`config.mk`:
```
export PLATFORM = sky130hd
export DESIGN_NAME = sop_func_unit_flat
export DESIGN_NICKNAME = d
export VERILOG_FILES = /design/src/rtl/sop_func_unit_if.sv /design/src/rtl/sop_func_unit.sv /design/src/flat_wrapper.sv
export SDC_FILE = /design/constraint.sdc
export NUM_CORES = 1
export LEC_CHECK = 0
export CAP_MARGIN = 25
export CORE_ASPECT_RATIO = 1.1
export CORE_UTILIZATION = 41
export DETAILED_ROUTE_END_ITERATION = 8
export PLACE_DENSITY = 0.62
export SLEW_MARGIN = 40
export SYNTH_ARGS = -nofsm -noshare
export SYNTH_HDL_FRONTEND = slang
export SYNTH_SLANG_ARGS = --single-unit
```
`constraint.sdc`:
```
create_clock -name clk -period 1.4 [get_ports clk]
set_input_delay 0.28 -clock clk [delete_from_list [all_inputs] [get_ports clk]]
set_output_delay 0.28 -clock clk [all_outputs]
set_load 0.02 [all_outputs]
```
`src/rtl/sop_func_unit_if.sv`:
```
// sop_func_unit_if: code stream, result stream and mask config bus for sop_func_unit
// cfg_pos is present only when POS_MODE_EN is defined.
interface sop_func_unit_if #(
    parameter int N_IN  = 3,
    parameter int N_OUT = 3
);
    localparam int M  = 2 ** N_IN;
    localparam int SW = N_OUT > 1 ? $clog2(N_OUT) : 1;
    logic             in_valid;
    logic             in_ready;
    logic [N_IN-1:0]  a;
    logic             out_valid;
    logic             out_ready;
    logic [N_OUT-1:0] f;
    logic             cfg_we;
    logic [SW-1:0]    cfg_sel;
    logic [M-1:0]     cfg_data;
`ifdef POS_MODE_EN
    logic             cfg_pos;
    modport master (output in_valid, a, out_ready, cfg_we, cfg_sel, cfg_data, cfg_pos,
                    input in_ready, out_valid, f);
    modport slave  (input in_valid, a, out_ready, cfg_we, cfg_sel, cfg_data, cfg_pos,
                    output in_ready, out_valid, f);
`else
    modport master (output in_valid, a, out_ready, cfg_we, cfg_sel, cfg_data,
                    input in_ready, out_valid, f);
    modport slave  (input in_valid, a, out_ready, cfg_we, cfg_sel, cfg_data,
                    output in_ready, out_valid, f);
`endif
endinterface

```
`src/rtl/sop_func_unit.sv`:
```
// sop_func_unit: programmable multi-output sum-of-minterms generator, two-stage valid/ready pipeline
// Define POS_MODE_EN to add a per-output product-of-maxterms mode selected by cfg_pos.
module sop_func_unit #(
    parameter int                         N_IN  = 3,
    parameter int                         N_OUT = 3,
    parameter logic [N_OUT*(2**N_IN)-1:0] INIT  = 24'h9D_09_94
) (
    input logic            clk,
    input logic            rst_n,
    sop_func_unit_if.slave bus
);
    localparam int M = 2 ** N_IN;
    logic [M-1:0]     mask [N_OUT];
    logic [N_OUT-1:0] pos;
    logic [M-1:0]     dec;
    logic [N_OUT-1:0] fn;
    logic             s1_valid;
    logic             adv;
    logic             accept;
    assign adv          = !bus.out_valid || bus.out_ready;
    assign bus.in_ready = !s1_valid || adv;
    assign accept       = bus.in_valid && bus.in_ready;
    // pos inverts the OR of selected minterms into a product of maxterms
    always_comb begin
        fn = '0;
        for (int j = 0; j < N_OUT; j++) fn[j] = (|(dec & mask[j])) ^ pos[j];
    end
    always_ff @(posedge clk or negedge rst_n)
        if (!rst_n) begin
            s1_valid      <= 1'b0;
            dec           <= '0;
            bus.out_valid <= 1'b0;
            bus.f         <= '0;
        end else begin
            if (accept) dec <= M'(1) << bus.a;
            s1_valid <= accept || (s1_valid && !adv);
            if (adv) bus.out_valid <= s1_valid;
            if (adv && s1_valid) bus.f <= fn;
        end
    // out-of-range cfg_sel matches no output, so such writes fall away
    always_ff @(posedge clk or negedge rst_n)
        if (!rst_n) begin
            for (int j = 0; j < N_OUT; j++) mask[j] <= INIT[j*M +: M];
`ifdef POS_MODE_EN
            pos <= '0;
`endif
        end else if (bus.cfg_we) begin
            for (int j = 0; j < N_OUT; j++)
                if (int'(bus.cfg_sel) == j) begin
                    mask[j] <= bus.cfg_data;
`ifdef POS_MODE_EN
                    pos[j] <= bus.cfg_pos;
`endif
                end
        end
`ifndef POS_MODE_EN
    assign pos = '0;
`endif
endmodule
```
`src/flat_wrapper.sv`:
```
// flat-port wrapper written by rule: the top's interface ports become plain ports
module sop_func_unit_flat 
#(
    parameter int                         N_IN  = 3,
    parameter int                         N_OUT = 3,
    parameter logic [N_OUT*(2**N_IN)-1:0] INIT  = 24'h9D_09_94
)
  (clk, rst_n, bus_in_valid, bus_a, bus_out_ready, bus_cfg_we, bus_cfg_sel, bus_cfg_data, bus_in_ready, bus_out_valid, bus_f);
  sop_func_unit_if #(.N_IN(N_IN), .N_OUT(N_OUT)) bus_i ();
  input logic clk;
  input logic rst_n;
  input wire logic [$bits(bus_i.in_valid)-1:0] bus_in_valid;
  input wire logic [$bits(bus_i.a)-1:0] bus_a;
  input wire logic [$bits(bus_i.out_ready)-1:0] bus_out_ready;
  input wire logic [$bits(bus_i.cfg_we)-1:0] bus_cfg_we;
  input wire logic [$bits(bus_i.cfg_sel)-1:0] bus_cfg_sel;
  input wire logic [$bits(bus_i.cfg_data)-1:0] bus_cfg_data;
  output wire logic [$bits(bus_i.in_ready)-1:0] bus_in_ready;
  output wire logic [$bits(bus_i.out_valid)-1:0] bus_out_valid;
  output wire logic [$bits(bus_i.f)-1:0] bus_f;
  assign bus_i.in_valid = bus_in_valid;
  assign bus_i.a = bus_a;
  assign bus_i.out_ready = bus_out_ready;
  assign bus_i.cfg_we = bus_cfg_we;
  assign bus_i.cfg_sel = bus_cfg_sel;
  assign bus_i.cfg_data = bus_cfg_data;
  assign bus_in_ready = bus_i.in_ready;
  assign bus_out_valid = bus_i.out_valid;
  assign bus_f = bus_i.f;
  sop_func_unit #(.N_IN(N_IN), .N_OUT(N_OUT), .INIT(INIT)) u_core (.clk(clk), .rst_n(rst_n), .bus(bus_i));
endmodule
```
==> run summary <==
The count of cells along the worst register-to-register path is 3. The number of primary I/O pins is 23. The DRC violations left is 0. The first global-routing pass estimated 4.67 mm of wire. The total count of hold-check failures in the final report came out at 0. The worst relative slew slack is 0.806. The fraction of post-synthesis cell area in the top cell type by area is 0.428.

The dominant cell by count in the synthesized netlist is sky130_fd_sc_hd__mux2_2. The maximum ir drop on the vdd rail came out at 0.000743 V. The switching power total came out at 676 µW. Power spread over the standard cell area amounts to 1350 nW/µm².

The synthesized design contains 37 register bits. In this run, post-CTS hold repair placed 0 buffers. The die height came out at 67.1 µm. The first TritonRoute pass finished after 4 iterations. The placer congestion estimate is 0.720. The number of nets in the layout came out at 156. The number of max-capacitance violations reported is 0. Of the total synthesized cell area, the portion taken by full adders, half adders and majority gates is 0.

The smallest hold slack is 0.370 ns. By area the synthesized netlist is led by sky130_fd_sc_hd__dfrtp_1 43%, sky130_fd_sc_hd__mux2_2 25%, sky130_fd_sc_hd__dfstp_2 17%. In this run, the number of DRC markers left after iteration 0 of detailed routing was 30.

For the final database, setup skew stands at 0.00208 ns. The maximum fanout encountered on the critical timing path came out at 8. Counting the buffers created by CTS gives 5. The TritonCTS clock tree is done. The post-synthesis async set-or-reset flop share came out at 1.00. In this run the cell area of the synthesized design comes to 1580 µm². The number of failing setup endpoints in the final timing report came out at 0. The final wirelength came out at 2.91 mm. Tracing the worst setup path back leads to its startpoint at bus_cfg_sel[0]. The critical path is of the in2reg type. The count of nets left with antenna violations once routing finished came out at 0. For the pin with the worst max-slew slack, the measured transition is 0.290 ns.

The number of standard cells in the layout, taps in and fillers out is 189. The proportion of total power due to net switching is 0.249. At the worst endpoint, the required time is 1.57 ns. Of the total power, the clock network draws 0.293.

The post-synthesis average cell area is 15.0 µm². The worst path setup slack after routing came out at 0.0464 ns. Setup repair after global routing left no endpoint under its margin. For this run, the leading register cell type out of synthesis is sky130_fd_sc_hd__dfrtp_1.

The number of global-route vias before repair is 987. The parity-gate share of the synthesized area counting xor and xnor cells is 0. The complex-gate fraction of the synthesized area came out at 0.0571.

The effective utilization at floorplan came out at 0.432. The number of input and output port buffers inserted is 22. The type of the tightest min-delay check is in2async. The clock root buffer is sky130_fd_sc_hd__clkbuf_8. The count of pins over their slew limit is 0. The routed wire length per instance came out at 15.4 µm. The clock transition time at the flip-flop clock pins of the worst setup and hold paths is 0.07 ns. Of all cell types, the one taking the most synthesized area is sky130_fd_sc_hd__dfrtp_1. The layout overhead on the synthesized area is 27.6%. For this run, the number of Yosys warnings is 0. The detailed placer's ending HPWL is 2.12 mm. In this run, synthesis inferred 0 flip-flops with an integrated enable.

Including well taps, the total number of placed cells is 181. The die area is 4100 µm². Yosys mapped the design onto 16 distinct sky130hd cell types.

The worst setup path endpoint is u_core.mask[6]. Row generation in the floorplan step produced 23 rows. Counting every instance in the synthesized netlist gives 105. The core area is 3650 µm². The proportion of synthesized area in mux cells is 0.250. The maximum number of pins on one net before global-route repair is 38. The logic gate share of total power came out at 0.186. The upper clock frequency limit is 0.739 GHz. OpenSTA, run right after detailed placement, puts the worst setup slack at -0.368 ns.

The number of antenna violations at the first check in global routing is 0. By count the netlist is led by 35 x sky130_fd_sc_hd__mux2_2, 27 x sky130_fd_sc_hd__dfrtp_1, 12 x sky130_fd_sc_hd__a22oi_1, 10 x sky130_fd_sc_hd__dfstp_2. The internal cell power came out at 2030 µW.

The main combinational cell family by area after synthesis is multiplexers. The flow ran to the end, and the final reports show no timing, DRC or antenna violations. When the netlist entered floorplanning its net count stood at 123. For the worst-skew pair, the clock arrives at the later sink with an insertion delay of 0.28 ns. For this run the aggregate overflow at the end of global routing stands at 0. The sequential share of power is 0.521. For this block, the via count after detailed routing is 987. The post-layout minimum cycle time is 1.35 ns.

The number of diodes came out at 0. The number of sinks handled by clock tree synthesis is 37. The internal reg-to-reg setup slack came out at 0.19 ns. The level count of the clock H-tree is 2. The portion of the post-synthesis area used by sequential elements is 0.595. The worst setup path is launched from an input pin. The critical path arrival is 1.53 ns. The global-route usage over all layers is 0.165.

The clock passes through at most 2 buffers. The die extent in x is 61.1 µm. Of the cells placed in the final design, the portion with a size suffix greater than 1 is 0.453.

The worst register-to-register path ends at u_core.bus.f[1]. The worst setup path is captured at a flop. The area fraction in and, or, nand and nor cells after synthesis came out at 0.0983. The worst register-to-register path begins at u_core.dec[0]. The overall power is 2710 µW. For this design the static power due to leakage is 0.000854 µW. The final cycle utilization of the critical path came out at 0.967. In the routed layout, each cell is associated on average with a via count of 5.22.
how the worst min path moves through the flow:
stage                                 to  slack (ns)            start  cells past startpoint
finish                   u_core.bus.f[1]        0.37            rst_n                      2
CTS                      u_core.bus.f[1]        0.38            rst_n                      2
global placement    u_core.bus.out_valid        0.47  u_core.s1_valid                      1
floorplan                u_core.bus.f[0]       -0.02            rst_n                      0
detailed placement  u_core.bus.out_valid        0.48  u_core.s1_valid                      1
global route             u_core.bus.f[1]        0.38            rst_n                      2
cell type report:
type	instances	area, µm²
fill	329	1640
tap	50	62.6
sequential	37	940
clock inverter	1	5.00
timing repair buffer	26	265
clock buffer	7	96.3
multi-input combinational	68	644
flip-flops by register name, summed over array words and instances, names as in the netlist:
signal and cells:
u_core.dec 8, u_core.bus.out_valid 1, u_core.s1_valid 1, u_core.bus.f 3, u_core.mask 24
metrics by stage:
stage	util	setup TNS, ns	instance area (µm²)
6_report	0.551	0	2010
5_1_grt	0.551	0	2010
4_1_cts	0.549	0	2010
3_5_place_dp	0.524	-8.11	1920
3_3_place_gp	0.524	-7.10	1920
2_1_floorplan	-	0	1580
power groups by stage:
stage | clock network (µW) | registers (µW) | logic, µW
6_report | 795 | 1410 | 503
5_1_grt | 854 | 1440 | 557
4_1_cts | 822 | 1410 | 510
3_5_place_dp | 0 | 1430 | 539
3_3_place_gp | 0 | 1430 | 523
2_1_floorplan | 0 | 1450 | 258
cell families (layout without fill, tap and decap cells):
group                  count (synthesis)  count (layout)
and+or+nand+nor                       21              21
DFF                                   37              37
muxes                                 35              35
buffers and inverters                  0              34
AOI/OAI and AO/OA                     12              12
critical path, stage by stage:
cell	delay (ns)
sky130_fd_sc_hd__clkdlybuf4s50_1	0.48
sky130_fd_sc_hd__nand3b_2	0.41
sky130_fd_sc_hd__mux2_2	0.35
metal layers:
layer  track usage  share of wire  vias up
li1              -              -      463
met1         0.196           0.43      500
met2         0.270           0.51       19
met3        0.0524          0.037        5
met4        0.0682          0.018        0
met5             0              0        -
what timing repair did:
item                                    4_1_cts  5_1_grt
endpoints found under the setup margin        5        6
hold endpoints to repair                      0        0
gates resized for setup                       8        1
setup buffers                                 0        0
cell usage in the layout (no fill, tap or decap), types with 3 or more instances in the layout:
master | Yosys | layout
sky130_fd_sc_hd__nor3b_1 | 3 | 3
sky130_fd_sc_hd__nand4_1 | 3 | 3
sky130_fd_sc_hd__dfstp_2 | 10 | 10
sky130_fd_sc_hd__mux2_2 | 35 | 35
sky130_fd_sc_hd__clkdlybuf4s50_1 | 0 | 17
sky130_fd_sc_hd__nand2b_1 | 3 | 3
sky130_fd_sc_hd__clkbuf_8 | 0 | 7
sky130_fd_sc_hd__dfrtp_1 | 27 | 26
sky130_fd_sc_hd__a22oi_1 | 12 | 12
sky130_fd_sc_hd__dlygate4sd2_1 | 0 | 4
Note: power is estimated with default switching activity, not from simulation.
